$ cat config.mk
export PLATFORM = sky130hd
export DESIGN_NAME = sc_spi_target
export DESIGN_NICKNAME = d
export VERILOG_FILES = /design/src/rtl/sc_spi_target.sv
export SDC_FILE = /design/constraint.sdc
export NUM_CORES = 1
export LEC_CHECK = 0
export CELL_PAD_IN_SITES_DETAIL_PLACEMENT = 1
export CELL_PAD_IN_SITES_GLOBAL_PLACEMENT = 2
export CORE_ASPECT_RATIO = 1.25
export CORE_MARGIN = 2
export CORE_UTILIZATION = 34
export CTS_CLUSTER_SIZE = 40
export DETAILED_ROUTE_END_ITERATION = 10
export GPL_TIMING_DRIVEN = 0
export PLACE_DENSITY_LB_ADDON = 0.1
export SLEW_MARGIN = 10
export SYNTH_ARGS = -nofsm -noshare
export SYNTH_HDL_FRONTEND = slang
export SYNTH_SLANG_ARGS = --single-unit
export TNS_END_PERCENT = 10
$ cat constraint.sdc
create_clock -name SYSCLK -period 3 [get_ports SYSCLK]
set_input_delay 0.6 -clock SYSCLK [delete_from_list [all_inputs] [get_ports SYSCLK]]
set_output_delay 0.6 -clock SYSCLK [all_outputs]
set_load 0.01 [all_outputs]
$ cat src/rtl/sc_spi_target.sv
// SPI target endpoint: oversamples CSB/SCLK/MOSI in the SYSCLK domain and exchanges
// right-justified words with an on-chip client over valid/ready streams.
module sc_spi_target #(
    parameter int DATA_W      = 32,
    parameter int SYNC_STAGES = 2
) (
    input  logic                      SYSCLK,
    input  logic                      SYSRSTB,
    input  logic                      CPOL,
    input  logic                      CPHA,
    input  logic                      BORDER,
    input  logic [$clog2(DATA_W):0]   DWIDTH,
    input  logic                      CSB,
    input  logic                      SCLK,
    input  logic                      MOSI,
    output logic                      MISO,
    output logic                      MISO_OE,
    input  logic [DATA_W-1:0]         TXDATA,
    input  logic                      TXVALID,
    output logic                      TXREADY,
    output logic [DATA_W-1:0]         RXDATA,
    output logic                      RXVALID,
    input  logic                      RXREADY,
    output logic                      RXOVF,
    output logic                      TXUNF,
    output logic                      BUSY
);

    localparam int CW = $clog2(DATA_W) + 1;
    localparam int IW = $clog2(DATA_W);

    typedef enum logic {IDLE, ACTIVE} state_t;

    state_t                 state_q, state_d;
    logic [SYNC_STAGES-1:0] csb_sync_q, csb_sync_d;
    logic [SYNC_STAGES-1:0] sclk_sync_q, sclk_sync_d;
    logic [SYNC_STAGES-1:0] mosi_sync_q, mosi_sync_d;
    logic                   csb_prev_q, csb_prev_d;
    logic                   sclk_prev_q, sclk_prev_d;
    logic                   cpol_q, cpol_d;
    logic                   cpha_q, cpha_d;
    logic                   border_q, border_d;
    logic [CW-1:0]          dw_q, dw_d;
    logic [CW-1:0]          cnt_q, cnt_d;
    logic [DATA_W-1:0]      rx_sh_q, rx_sh_d;
    logic [DATA_W-1:0]      tx_sh_q, tx_sh_d;
    logic                   skip_q, skip_d;
    logic                   done_q, done_d;
    logic [DATA_W-1:0]      hold_q, hold_d;
    logic                   hold_full_q, hold_full_d;
    logic [DATA_W-1:0]      rxdata_q, rxdata_d;
    logic                   rxvalid_q, rxvalid_d;
    logic                   rxovf_q, rxovf_d;
    logic                   txunf_q, txunf_d;

    logic              csb_s, sclk_s, mosi_s;
    logic              csb_fall, lead_edge, trail_edge, sample_edge, shift_edge;
    logic              word_start;
    logic [CW-1:0]     dw_eff;
    logic [IW-1:0]     msb_idx;
    logic              tx_bit;

    assign csb_s  = csb_sync_q[SYNC_STAGES-1];
    assign sclk_s = sclk_sync_q[SYNC_STAGES-1];
    assign mosi_s = mosi_sync_q[SYNC_STAGES-1];

    assign csb_fall    = csb_prev_q & ~csb_s;
    assign lead_edge   = (sclk_prev_q == cpol_q) && (sclk_s != cpol_q);
    assign trail_edge  = (sclk_prev_q != cpol_q) && (sclk_s == cpol_q);
    assign sample_edge = cpha_q ? trail_edge : lead_edge;
    assign shift_edge  = cpha_q ? lead_edge : trail_edge;

    assign dw_eff  = (DWIDTH == '0 || DWIDTH > CW'(DATA_W)) ? CW'(DATA_W) : DWIDTH;
    assign msb_idx = IW'(dw_q - CW'(1));
    assign tx_bit  = border_q ? tx_sh_q[msb_idx] : tx_sh_q[0];

    assign MISO    = (state_q == ACTIVE) & tx_bit;
    assign MISO_OE = (state_q == ACTIVE);
    assign BUSY    = (state_q == ACTIVE);
    assign TXREADY = ~hold_full_q;
    assign RXDATA  = rxdata_q;
    assign RXVALID = rxvalid_q;
    assign RXOVF   = rxovf_q;
    assign TXUNF   = txunf_q;

    always_comb begin
        state_d     = state_q;
        csb_sync_d  = {csb_sync_q[SYNC_STAGES-2:0], CSB};
        sclk_sync_d = {sclk_sync_q[SYNC_STAGES-2:0], SCLK};
        mosi_sync_d = {mosi_sync_q[SYNC_STAGES-2:0], MOSI};
        csb_prev_d  = csb_s;
        sclk_prev_d = sclk_s;
        cpol_d      = cpol_q;
        cpha_d      = cpha_q;
        border_d    = border_q;
        dw_d        = dw_q;
        cnt_d       = cnt_q;
        rx_sh_d     = rx_sh_q;
        tx_sh_d     = tx_sh_q;
        skip_d      = skip_q;
        done_d      = 1'b0;
        hold_d      = hold_q;
        hold_full_d = hold_full_q;
        rxdata_d    = rxdata_q;
        rxvalid_d   = rxvalid_q;
        rxovf_d     = 1'b0;
        txunf_d     = 1'b0;
        word_start  = 1'b0;

        if (rxvalid_q && RXREADY) begin
            rxvalid_d = 1'b0;
        end
        if (TXVALID && !hold_full_q) begin
            hold_d      = TXDATA;
            hold_full_d = 1'b1;
        end

        case (state_q)
            IDLE: begin
                if (csb_fall) begin
                    state_d    = ACTIVE;
                    cpol_d     = CPOL;
                    cpha_d     = CPHA;
                    border_d   = BORDER;
                    dw_d       = dw_eff;
                    word_start = 1'b1;
                    // CPHA=1 presents bit 0 on the first leading edge, so that edge must not shift
                    skip_d     = CPHA;
                end
            end
            ACTIVE: begin
                if (done_q) begin
                    rxdata_d  = rx_sh_q;
                    rxvalid_d = 1'b1;
                    if (rxvalid_q && !RXREADY) begin
                        rxovf_d = 1'b1;
                    end
                    cnt_d   = '0;
                    rx_sh_d = '0;
                end
                if (csb_s) begin
                    state_d = IDLE;
                end else if (done_q) begin
                    // Next word's bit 0 is already on MISO; the next shift edge only marks it
                    word_start = 1'b1;
                    skip_d     = 1'b1;
                end else begin
                    if (sample_edge) begin
                        if (border_q) begin
                            rx_sh_d = {rx_sh_q[DATA_W-2:0], mosi_s};
                        end else begin
                            rx_sh_d = (rx_sh_q >> 1) |
                                      ({{(DATA_W-1){1'b0}}, mosi_s} << msb_idx);
                        end
                        cnt_d = cnt_q + CW'(1);
                        if (cnt_q + CW'(1) == dw_q) begin
                            done_d = 1'b1;
                        end
                    end
                    if (shift_edge) begin
                        if (skip_q) begin
                            skip_d = 1'b0;
                        end else begin
                            tx_sh_d = border_q ? (tx_sh_q << 1) : (tx_sh_q >> 1);
                        end
                    end
                end
            end
            default: state_d = IDLE;
        endcase

        if (word_start) begin
            cnt_d   = '0;
            rx_sh_d = '0;
            if (hold_full_q) begin
                tx_sh_d     = hold_q;
                hold_full_d = 1'b0;
            end else begin
                tx_sh_d = '0;
                txunf_d = 1'b1;
            end
        end
    end

    always_ff @(posedge SYSCLK or negedge SYSRSTB) begin
        if (!SYSRSTB) begin
            state_q     <= IDLE;
            csb_sync_q  <= '0;
            sclk_sync_q <= '0;
            mosi_sync_q <= '0;
            csb_prev_q  <= 1'b0;
            sclk_prev_q <= 1'b0;
            cpol_q      <= 1'b0;
            cpha_q      <= 1'b0;
            border_q    <= 1'b0;
            dw_q        <= '0;
            cnt_q       <= '0;
            rx_sh_q     <= '0;
            tx_sh_q     <= '0;
            skip_q      <= 1'b0;
            done_q      <= 1'b0;
            hold_q      <= '0;
            hold_full_q <= 1'b0;
            rxdata_q    <= '0;
            rxvalid_q   <= 1'b0;
            rxovf_q     <= 1'b0;
            txunf_q     <= 1'b0;
        end else begin
            state_q     <= state_d;
            csb_sync_q  <= csb_sync_d;
            sclk_sync_q <= sclk_sync_d;
            mosi_sync_q <= mosi_sync_d;
            csb_prev_q  <= csb_prev_d;
            sclk_prev_q <= sclk_prev_d;
            cpol_q      <= cpol_d;
            cpha_q      <= cpha_d;
            border_q    <= border_d;
            dw_q        <= dw_d;
            cnt_q       <= cnt_d;
            rx_sh_q     <= rx_sh_d;
            tx_sh_q     <= tx_sh_d;
            skip_q      <= skip_d;
            done_q      <= done_d;
            hold_q      <= hold_d;
            hold_full_q <= hold_full_d;
            rxdata_q    <= rxdata_d;
            rxvalid_q   <= rxvalid_d;
            rxovf_q     <= rxovf_d;
            txunf_q     <= txunf_d;
        end
    end

endmodule
### Word level (Yosys, flattened, before mapping)

Cells that the tools add are included.
Widths: inputs -> output; s select.

* output and inout bits: 39
* flip-flop bits (word level): 158
* input port bits: 48
* logic and storage cells: 112

* shifts and indexed selects: 1
* bitwise operators: 6
* muxes and demuxes: 54
* $lt $le $gt $ge: 2
* eq/ne operators: 11
* reduce and logical (&&, ||, !) cells: 15
* add/sub/neg operators: 2

Operators with widths (number)
* $mux 32: 15
* $mux 6: 7
* $or 31x32->32: 1
* $shl 1x5->32: 1
* $mux 1: 28
* $add 6x1->6 const B: 1
* $eq 6x6->1: 1
* $gt 6x6->1 const B: 1
* $logic_not 6->1: 1
* $lt 5x6->1 const B: 1
* $ne 2x1->1 const B: 3
* $pmux 1 s2: 3
* $bmux 1 s5: 1
* $logic_and 1x1->1: 5
* $reduce_and 5->1: 1
* $sub 5x1->5 const B: 1
* $ne 2x2->1 const B: 2
* $reduce_and 2->1: 2
* $reduce_bool 2->1: 2
* $ne 3x1->1 const B: 1
* $not 1->1: 3
* $reduce_and 3->1: 1
* $and 1x1->1: 2
* $eq 1x1->1: 2
* 3 further kinds: 5

### Depth between registers and ports, before layout

Gate-level depths: netlist (run 1).

* word-level depth: 9
* gate-level depth with buffers: 10

### Worst setup path before layout (run 1)

No wires, ideal clock.

* kind: reg-to-output
* start: register dw_q[0]
* end: output MISO
* path buffers: 3
* data arrival time: 2.450 ns
* setup slack: -0.050 ns
* data required time: 2.400 ns
* stages on the path, launching flop included: 10
* cell sequence: dfrtp_1 buf_6 buf_4 inv_1 ha_1 clkbuf_1 mux4_2 mux4_2 a211oi_1 nor2_1

* cells in the longest elaborated chain, start to end: 5

Ends and longest elaborated chain
* start: declaration: RTL line 43 `logic [CW-1:0] dw_q, dw_d;`
* start signal: assignment: RTL line 218 `dw_q <= dw_d;`
* $sub 5x1->5: RTL line 74 `assign msb_idx = IW'(dw_q - CW'(1));`
* $bmux 1 s5: RTL line 75 `assign tx_bit = border_q ? tx_sh_q[msb_idx] : tx_sh_q[0];`
* $mux 1 (implied by the code): RTL line 75
* $mux 1: RTL line 75
* $and 1x1->1: RTL line 77 `assign MISO = (state_q == ACTIVE) & tx_bit;`
* end: declaration: RTL line 16 `output logic MISO,`

Every way passes these cells. The select of a mux whose other input is x is not followed.

### Worst setup path in the final report (run 1)

Ends and elaborated chain as after synthesis.

==> qor.txt, run 1 <==
Comb power frac: 26.9%
Syn-to-layout area delta: 25.98%
GRT Overall Usage: 18.65%
P_int: 5.043 mW
FP Rows: 62
Syn Area/Cell: 11.40 um2
Area contributors post-synth: dfrtp_1 (51%), mux2_2 (11%), mux2i_1 (4.4%)
CTS clk-pin slew, worst paths: 0.07 ns
Number of global-route vias before repair: 6481
Full die area: 24200 um2
Main synth FF type: dfrtp_1
Leakage: 4.183 nW
Final setup fails: 1
Port Buffers: 86
DR vias/cell: 5.287
Post-DP HPWL: 16.02 mm
H-tree depth: 4
Fin crit share: 110.6%
Final core occ: 43.27%
Sw Share: 32.29%
Seq pwr share: 42.0%
Biggest area consumer among synthesized cells: dfrtp_1
Syn_nets: 735
Tot Pwr: 7.448 mW
Max VDD drop: 0.0004057 V
CP Capture Type: output port
Crit path launch type: register
Synthesized area: 7806 um2
FF-to-FF Start: dw_q[0]$_DFFE_PN0P_
Register area share after synthesis: 50.65%
Worst setup slack after placement: -1.005 ns
Clock share of power: 31.1%
Worst hold slack: 0.09142 ns
WL final: 21.96 mm
I/O Pins: 87
Total core area: 22730 um2
CTS tree: yes
Final Hold Fails: 0
Worst-skew pair later-pin latency: 0.43 ns
Post-Place Cell Area: 9061 um2
Initial core utilization: 34.34%
Ant diodes: 0
Antenna viol nets, final: 0
Seq cells post-synth: 158
FMAX: 301.4 MHz
CTS max path bufs: 2
Hold Buf Count CTS: 0
Crit Path Class: reg2out
Via count: 5805
First-pass GRT wire length: 35.59 mm
Clk sinks: 158
Area occupied by multi-input gates: 3586 um2
Status: finished, violations left
DRC violations left: 0
Net switching power: 2.405 mW
Setup WS post-layout: -0.3183 ns
Top-area cell type share of the netlist area: 50.65%
Pins over their slew limit: 0
CP Max Fanout: 3
Final-layout fill cell count: 2429
Number of synthesized flops with an enable pin: 0
Syn Inst Count: 685
Num CTS Buffers: 17
Die width: 139.5 um
Nets: 847
Power Density: 757.4 nW/um2
Clock Skew: 0.009746 ns
RSZ-0062 raised after global routing: true
Worst hold path class: in2async
Async S/R FF share, synth: 100.0%
Final instance area: 9834 um2
Relative slew slack: 28.43%
Seq. cell area: 3955 um2
Total global routing overflow: 0
DRT Pass-1 Iters: 4
CTS root buffer: clkbuf_16
WL/cell: 20.00 um
Initial DRC count: 193
Die H: 173.4 um
Critical path data required time: 2.40 ns
Unique masters post-synth: 56
Ratio of cells with drive above 1 in the final layout: 22.84%
Worst Max-Slew Pin Slew: 1.064 ns
Critical Path Start: dw_q[0]$_DFFE_PN0P_
Crit path DAT: 2.72 ns
Synth Warn #: 0
Minimum clock period: 3.318 ns
Initial antenna violation count: 0
Final Wtd Congestion: 0.8095
Largest net degree at the start of global routing: 97
# Max-Cap Violations: 0
Failing checks: negative setup slack
[what timing repair did]
item / CTS / global route
endpoints found under the hold margin: 0 / 0
buffers inserted: 8 / 0
pin swaps: 3 / 3
endpoints found under the setup margin: 1 / 1
resized for setup: 23 / 6
[layout make-up]
cell class	count	share of cell area, %
buffer	46	3.206
clock buffer	19	4.606
clock inverter	13	1.794
inverter	9	0.3690
multi-input combinational	470	36.46
sequential	158	40.22
tap	288	3.664
timing repair buffer	95	9.682
[layout by cell type, fill, tap and decap left out, types with 9 or more instances in the layout]
cell type	count
o21ai_0	65
clkbuf_16	18
nand3_1	20
buf_4	10
xnor2_1	11
clkbuf_1	19
dfrtp_1	157
a22o_1	18
mux4_2	9
buf_2	13
o21ai_2	11
nor3_1	18
clkdlybuf4s50_1	84
nand2_1	67
a21oi_1	9
mux2i_1	33
nor2b_1	16
mux2_2	79
nor2_1	15
o221ai_1	17
a211oi_1	16
[power groups by stage]
stage	clock [mW]	sequential (mW)	combinational, mW
6_report	2.32	3.13	2.00
5_1_grt	2.48	3.21	2.21
4_1_cts	2.39	3.12	2.02
3_5_place_dp	0	3.16	1.91
3_3_place_gp	0	3.14	1.85
2_1_floorplan	0	2.98	1.39
[per-stage QoR]
stage	instances	TNS [ns]
finish	1098	-0.3183
global route	1098	-0.3910
CTS	1100	-0.3952
detailed placement	1060	-1.005
global placement	1059	-827.90
floorplan	685	0
[worst max-delay path: stages, from the launching register on]
cell and delay, ns:
dfrtp_2 0.45, buf_12 0.15, inv_4 0.05, ha_4 0.21
clkbuf_16 0.14, mux4_2 0.29, mux4_2 0.52, a211oi_4 0.25
nor2_2 0.08, buf_2 0.15
[cell families after synthesis]
| logic type | count (synthesis) | share of synthesized area, % |
|---|---|---|
| AOI/OAI and AO/OA | 170 | 14.79 |
| xor gates and xnor gates | 16 | 1.891 |
| adders and majority gates | 2 | 0.3205 |
| buffers and inverters | 57 | 4.135 |
| DFF | 158 | 50.65 |
| muxes | 124 | 18.64 |
| and+or+nand+nor | 158 | 9.569 |
[sequential cells by signal, indices dropped and copies added (netlist names), 2 cells and up]
register	count
RXDATA	32
cnt_q	6
csb_sync_q	2
dw_q	6
hold_q	32
mosi_sync_q	2
rx_sh_q	32
sclk_sync_q	2
tx_sh_q	32
[final timing paths]
path / depth (start not counted) / endpoint / slack (ns)
min reg2reg: 0 / sclk_sync_q[1]$_DFF_PN0_ / 0.35
max reg2reg: 9 / rx_sh_q[0]$_DFFE_PN0P_ / 0.37
min: 1 / RXDATA[12]$_DFFE_PN0P_ / 0.09
max in group asynchronous: 2 / tx_sh_q[9]$_DFFE_PN0P_ / 2.06
min in group SYSCLK: 0 / sclk_sync_q[1]$_DFF_PN0_ / 0.35
max: 9 / MISO / -0.32
[Yosys cell counts, types with 9 or more instances]
cell and number:
nand2_1 67, o21ai_2 11, clkbuf_1 22, nor2b_1 16, mux4_2 9, o21ai_0 66, nor3_1 18, buf_2 13
o221ai_1 17, dfrtp_1 158, mux2_2 79, inv_1 9, xnor2_1 11, a211oi_1 17, a21oi_1 9, mux2i_1 34
nor2_1 16, nand3_1 20, a22o_1 18
[per-layer routing]
layer | global-route usage [%] | part of all wire, % | up-vias
met1 | 21.91 | 42 | 2958
li1 | - | - | 2731
met2 | 34.33 | 54 | 90
met4 | 6.566 | 2.2 | 0
met3 | 2.845 | 2.5 | 26
met5 | 0 | 0 | -
No activity file was read; power rests on OpenSTA's default activity.
==> run 2: changes to the inputs <==
--- a/config.mk
+++ b/config.mk
@@ -5,11 +5,12 @@
 export SDC_FILE = /design/constraint.sdc
 export NUM_CORES = 1
 export LEC_CHECK = 0
+export ABC_AREA = 1
 export CELL_PAD_IN_SITES_DETAIL_PLACEMENT = 1
 export CELL_PAD_IN_SITES_GLOBAL_PLACEMENT = 2
 export CORE_ASPECT_RATIO = 1.25
 export CORE_MARGIN = 2
-export CORE_UTILIZATION = 34
+export CORE_UTILIZATION = 30
 export CTS_CLUSTER_SIZE = 40
 export DETAILED_ROUTE_END_ITERATION = 10
 export GPL_TIMING_DRIVEN = 0
==> run 2 against run 1 <==
Net effect:
- the flow now finishes without violations
- sequential share of layout area down 3.5 points
- area after synthesis up 12%
- sequential power down 2%
- worst hold slack better by 0.10 ns
- core utilization down 5.5 points
- register-to-register slack better by 0.35 ns
- count of clock-buffer cells in the layout unchanged
- critical path type unchanged
==> qor.txt, run 2 <==
Setup WS post-layout: 0.1218 ns (+0.4400 ns)
Commonest cells post-synth: nand2_1 (415), dfrtp_1 (158), o21ai_0 (115)
FF-to-FF Start: BUSY$_DFF_PN0_
Initial DRC count: 291 (+51%)
GRT Overall Usage: 21.07% (+2.4 points)
Area contributors post-synth: dfrtp_1 (45%), nand2_1 (18%), o21ai_0 (6.6%)
Syn_nets: 1245 (+69%)
Num CTS Buffers: 17 (unchanged)
Final-layout fill cell count: 3562 (+47%)
Most common cell in the synthesized netlist: nand2_1
Fin crit share: 95.94% (-15 points)
CTS max path bufs: 2 (unchanged)
Final Hold Fails: 0 (unchanged)
Worst Reg-to-Reg Cells: 10 (+1)
Number of synthesized flops with an enable pin: 0 (unchanged)
Leakage: 5.047 nW (+21%)
Number of global-route vias before repair: 8660 (+34%)
Largest net degree at the start of global routing: 96 (-1.0%)
Syn Inst Count: 1195 (+74%)
Nets: 1359 (+60%)
Die width: 156.4 um (+12%)
Commonest cells after routing, fill and taps aside: nand2_1 (412), dfrtp_1 (158), o21ai_0 (109), a21oi_1 (99), inv_1 (97)
Syn-to-layout area delta: 23.62%
Antenna viol nets, final: 0 (unchanged)
Clk sinks: 158 (unchanged)
Main synth FF type: dfrtp_1
Initial core utilization: 30.58% (-3.8 points)
CP Max Fanout: 6 (+3)
Power Density: 745.4 nW/um2 (-1.6%)
Critical path data required time: 2.40 ns (about the same)
CTS clk-pin slew, worst paths: 0.06 ns (about the same)
Worst Max-Slew Pin Slew: 0.7919 ns (-0.2725 ns)
Synth Warn #: 0 (unchanged)
Final instance area: 10770 um2 (+9.5%)
Final setup fails: 0 (-1)
CP Capture Type: output port
Top-area cell type share of the netlist area: 45.38% (-5.3 points)
WL final: 30.63 mm (+39%)
Die H: 194.5 um (+12%)
CTS tree: yes
Unique masters post-synth: 32 (-43%)
Pins over their slew limit: 0 (unchanged)
Register area share after synthesis: 45.38% (-5.3 points)
Final Wtd Congestion: 0.8199 (+1.3%)
DR vias/cell: 4.911 (-7.1%)
Relative slew slack: 47.21% (+19 points)
Initial antenna violation count: 0 (unchanged)
Non-filler instance count after layout: 1676 (+53%)
Ant diodes: 0 (unchanged)
Clock Skew: 0.01016 ns (+0.0004104 ns)
Crit path DAT: 2.28 ns (-0.44 ns)
Syn Area/Cell: 7.292 um2 (-36%)
Seq cells post-synth: 158 (unchanged)
CTS root buffer: clkbuf_16
Max VDD drop: 0.0003543 V (-13%)
First-pass GRT wire length: 49.14 mm (+38%)
Post-Place Cell Area: 10050 um2 (+11%)
Placed insts: 1637 (+54%)
RSZ-0062 raised after global routing: false
Post-DP HPWL: 22.34 mm (+39%)
Critical Path Start: dw_q[0]$_DFFE_PN0P_
DRC violations left: 0 (unchanged)
FMAX: 347.4 MHz (+15%)
Commonest non-fill, non-tap cell in the layout: nand2_1
Total global routing overflow: 0 (unchanged)
Worst setup slack after placement: -0.6279 ns (+0.3776 ns)
Minimum clock period: 2.878 ns (-0.4400 ns)
Full die area: 30430 um2 (+26%)
Async S/R FF share, synth: 100.0% (unchanged)
Final core occ: 37.81% (-5.5 points)
Crit Path Class: reg2out
FP Rows: 69 (+11%)
WL/cell: 18.28 um (-8.6%)
Ratio of cells with drive above 1 in the final layout: 9.917% (-13 points)
I/O Pins: 87 (unchanged)
H-tree depth: 4 (unchanged)
Status: completed
Setup total negative slack: 0 ns (+0.3183 ns)
# Max-Cap Violations: 0 (unchanged)
Synthesized area: 8713 um2 (+12%)
DRT Pass-1 Iters: 5 (+1)
Port Buffers: 86 (unchanged)
Worst-skew pair later-pin latency: 0.44 ns (about the same)
Biggest area consumer among synthesized cells: dfrtp_1
Total core area: 28490 um2 (+25%)
Via count: 8231 (+42%)
Crit path launch type: register
Worst hold path class: in2async
-- run 2: changes by cell type after synthesis, sizes merged, moves of 35 or more --
cell	previous run	this run
nor2	17	65
a21oi	10	105
o21ai	83	118
nand2	68	417
nand3	20	77
inv	9	101
mux2	81	32
-- run 2: worst paths after layout --
path | slack, ns | end
worst max-delay path | 0.12 | MISO
worst min-delay path | 0.20 | RXDATA[23]$_DFFE_PN0P_
worst max register to register | 0.72 | tx_sh_q[0]$_DFFE_PN0P_
worst min register to register | 0.35 | csb_sync_q[1]$_DFF_PN0_
max in group asynchronous | 1.99 | tx_sh_q[6]$_DFFE_PN0P_
min in group SYSCLK | 0.35 | csb_sync_q[1]$_DFF_PN0_
-- run 2: power by group --
part / switching (mW) / internal [mW] / leakage, nW
combinational: 1.69 / 1.05 / 2.76
sequential: 0.414 / 2.67 / 2.01
clock: 0.957 / 1.25 / 0.272
total: 3.06 / 4.97 / 5.05
-- run 2: cell type report --
type	count	area [um2]	share of cell area, %
plain buffers	74	360.3	3.345
clock inverters	12	138.9	1.289
repair buffers	95	952.2	8.840
multi-input cells	861	4094	38.01
inverters	102	385.4	3.578
clock buffers	19	442.9	4.112
well taps	355	444.2	4.124
flip-flops and latches	158	3954	36.71
-- run 2: worst max-delay path, cell delays in order, from the launching register on --
cell and delay, ns:
dfrtp_1 0.34, inv_1 0.06, buf_6 0.12, ha_4 0.30
inv_4 0.07, clkbuf_16 0.16, a21oi_1 0.10, o21ai_1 0.07
nand3_1 0.07, nand3_1 0.07, nand3_1 0.09, nand3_1 0.09
nand2_2 0.11, inv_1 0.04, buf_2 0.13
-- run 2: kinds of logic after synthesis --
| group | share of synthesized area, % |
|---|---|
| multiplexers | 4.136 |
| flip-flops | 45.38 |
| AO/OA/AOI/OAI | 15.31 |
| adder cells (fa/ha/maj) | 0.2871 |
| buffers and inverters | 8.113 |
| AND/OR/NAND/NOR | 25.78 |
| XOR/XNOR | 1.005 |
-- run 2: stage by stage --
| step | hold slack, ns | power, mW |
|---|---|---|
| finish | 0.1951 | 8.029 |
| floorplan | 0.3044 | 4.821 |
| detailed placement | 0.3379 | 5.772 |
| global placement | 0.3367 | 5.723 |
| CTS | 0.2305 | 8.109 |
| global route | 0.2588 | 8.653 |
-- run 2: routing by layer --
metal,vias to the layer above,wire (um),track usage [%]
met4,0,856,7.271
met3,49,735,2.876
met5,-,0,0
met1,3968,13040,25.27
met2,146,16000,38.23
li1,4068,-,-
-- run 2: what timing repair did --
item                       in CTS  in global routing
hold buffers                    0                  0
buffers inserted                7                  0
cloned                          0                  1
resized for setup              24                  9
setup endpoints to repair       1                  1
pin swaps                       4                  7
==> run 3: changes to the inputs <==
--- a/config.mk
+++ b/config.mk
@@ -6,15 +6,13 @@
 export NUM_CORES = 1
 export LEC_CHECK = 0
 export ABC_AREA = 1
-export CELL_PAD_IN_SITES_DETAIL_PLACEMENT = 1
-export CELL_PAD_IN_SITES_GLOBAL_PLACEMENT = 2
 export CORE_ASPECT_RATIO = 1.25
 export CORE_MARGIN = 2
-export CORE_UTILIZATION = 30
+export CORE_UTILIZATION = 52
 export CTS_CLUSTER_SIZE = 40
 export DETAILED_ROUTE_END_ITERATION = 10
 export GPL_TIMING_DRIVEN = 0
-export PLACE_DENSITY_LB_ADDON = 0.1
+export PLACE_DENSITY = 0.77
 export SLEW_MARGIN = 10
 export SYNTH_ARGS = -nofsm -noshare
 export SYNTH_HDL_FRONTEND = slang
==> run 3 against run 2 <==
Net effect:
- critical path depth did not move
- sequential power barely moved
- count of clock-buffer cells in the layout rose by 1
- highest routed layer unchanged
==> qor.txt, run 3 (synthesis results as in run 2) <==
Syn-to-layout area delta: 21.08%
I/O Pins: 87 (unchanged)
Clock Skew: 0.01147 ns (+0.001311 ns)
Max VDD drop: 0.0004554 V (+29%)
Crit path DAT: 2.33 ns (+0.05 ns)
Power Density: 749.9 nW/um2 (+0.61%)
Full die area: 17810 um2 (-41%)
Minimum clock period: 2.934 ns (+0.05591 ns)
Worst-skew pair later-pin latency: 0.45 ns (about the same)
Num CTS Buffers: 17 (unchanged)
# Max-Cap Violations: 0 (unchanged)
Initial core utilization: 53.36% (+23 points)
Critical path data required time: 2.40 ns (about the same)
DR vias/cell: 5.478 (+12%)
CTS root buffer: clkbuf_16
Clk sinks: 158 (unchanged)
Crit Path Class: reg2out
CTS clk-pin slew, worst paths: 0.06 ns (about the same)
Status: completed
Commonest non-fill, non-tap cell in the layout: nand2_1
Clock share of power: 28.4% (+0.9 points)
Final-layout fill cell count: 1397 (-61%)
Ratio of cells with drive above 1 in the final layout: 9.271% (-0.65 points)
Final Wtd Congestion: 0.9728 (+19%)
Via count: 8392 (+2.0%)
Worst hold path class: in2async
Die H: 148.7 um (-24%)
CTS max path bufs: 2 (unchanged)
Net switching power: 2.866 mW (-6.3%)
Port Buffers: 86 (unchanged)
Crit path launch type: register
Total global routing overflow: 0 (unchanged)
Commonest cells after routing, fill and taps aside: nand2_1 (412), dfrtp_1 (158), o21ai_0 (113), a21oi_1 (104), inv_1 (97)
Setup total negative slack: 0 ns (unchanged)
Largest net degree at the start of global routing: 108 (+13%)
RSZ-0062 raised after global routing: false
Total core area: 16330 um2 (-43%)
Final setup fails: 0 (unchanged)
Worst Max-Slew Pin Slew: 0.6890 ns (-0.1029 ns)
Ant diodes: 0 (unchanged)
Initial DRC count: 711 (+140%)
Worst setup slack after placement: -0.4559 ns (+0.1720 ns)
WL/cell: 15.35 um (-16%)
Nets: 1354 (-0.37%)
Comb power frac: 32.6% (-1.5 points)
DRT Pass-1 Iters: 6 (+1)
Worst hold slack: 0.05937 ns (-0.1358 ns)
Number of global-route vias before repair: 7987 (-7.8%)
Post-DP HPWL: 16.90 mm (-24%)
FP Rows: 52 (-25%)
CP Capture Type: output port
Setup WS post-layout: 0.06587 ns (-0.05591 ns)
WL final: 23.51 mm (-23%)
P_int: 5.046 mW (+1.5%)
GRT Overall Usage: 27.69% (+6.6 points)
Final Hold Fails: 0 (unchanged)
Seq pwr share: 39.0% (+0.6 points)
Die width: 119.8 um (-23%)
H-tree depth: 4 (unchanged)
DRC violations left: 0 (unchanged)
CP Max Fanout: 10 (+4)
Relative slew slack: 54.07% (+6.9 points)
Pins over their slew limit: 0 (unchanged)
First-pass GRT wire length: 39.14 mm (-20%)
Antenna viol nets, final: 0 (unchanged)
CTS tree: yes
Sw Share: 36.22% (-1.9 points)
Fin crit share: 97.80% (+1.9 points)
FMAX: 340.8 MHz (-1.9%)
Critical Path Start: dw_q[0]$_DFFE_PN0P_
Initial antenna violation count: 0 (unchanged)
FF-to-FF Start: border_q$_DFFE_PN0P_
Leakage: 5.029 nW (-0.34%)
run 3: changes by cell type in the layout (fill, tap and decap cells not counted), sizes merged:
cell | before | now
inv | 103 | 101
clkbuf | 54 | 56
bufinv | 2 | 3
buf | 50 | 44
run 3: final timing paths:
path / cells after the start / endpoint / slack [ns]
worst max-delay path: 14 / MISO / 0.07
worst max register to register: 6 / tx_sh_q[29]$_DFFE_PN0P_ / 0.81
worst min register to register: 0 / sclk_sync_q[1]$_DFF_PN0_ / 0.35
worst min-delay path: 1 / RXDATA[21]$_DFFE_PN0P_ / 0.06
max in group asynchronous: 2 / hold_full_q$_DFF_PN0_ / 2.11
min in group SYSCLK: 0 / sclk_sync_q[1]$_DFF_PN0_ / 0.35
run 3: per-layer routing:
| metal | GRT usage (%) | wire, um |
|---|---|---|
| met5 | 0 | 0 |
| met3 | 5.023 | 1518 |
| met2 | 46.77 | 11740 |
| met1 | 34.08 | 9307 |
| met4 | 13.94 | 943 |
run 3: power groups by stage:
stage / registers, mW / clock network (mW) / logic (mW)
5_1_grt: 3.14 / 2.36 / 2.92
3_3_place_gp: 3.08 / 0 / 2.41
2_1_floorplan: 2.97 / 0 / 1.85
3_5_place_dp: 3.10 / 0 / 2.48
4_1_cts: 3.07 / 2.26 / 2.53
6_report: 3.09 / 2.25 / 2.58
run 3: per-stage QoR:
| step | utilization, % | power, mW | instance area, um2 | std cells |
|---|---|---|---|---|
| finish | 64.60 | 7.912 | 10550 | 1532 |
| global placement | 60.28 | 5.498 | 9844 | 1497 |
| CTS | 64.53 | 7.862 | 10540 | 1532 |
| detailed placement | 60.48 | 5.579 | 9877 | 1498 |
| floorplan | - | 4.821 | 8713 | 1195 |
| global route | 64.60 | 8.414 | 10550 | 1532 |
run 3: area by class of cell:
| type | instances | area (um2) | area share, % |
|---|---|---|---|
| Multi-Input combinational cell | 861 | 4080 | 38.67 |
| Sequential cell | 158 | 3954 | 37.48 |
| Timing Repair Buffer | 90 | 910.9 | 8.634 |
| Clock buffer | 20 | 466.7 | 4.424 |
| Inverter | 102 | 385.4 | 3.653 |
| Buffer | 74 | 342.8 | 3.250 |
| Tap cell | 216 | 270.3 | 2.562 |
| Clock inverter | 11 | 140.1 | 1.328 |
run 3: critical path, stage by stage, from the launching register on:
cell      delay (ns)
dfrtp_1         0.35
inv_1           0.07
buf_6           0.13
ha_4            0.28
inv_4           0.05
clkbuf_8        0.16
a21oi_1         0.11
o21ai_1         0.08
nand3_1         0.10
nand3_1         0.10
nand3_1         0.13
nand3_2         0.08
nand2_2         0.10
inv_1           0.04
clkbuf_2        0.11
run 3: timing repair:
item / in CTS / in global routing
pin swaps: 2 / 3
buffers inserted: 3 / 0
endpoints found under the setup margin: 1 / 1
resized for setup: 13 / 7
hold buffers: 0 / 0
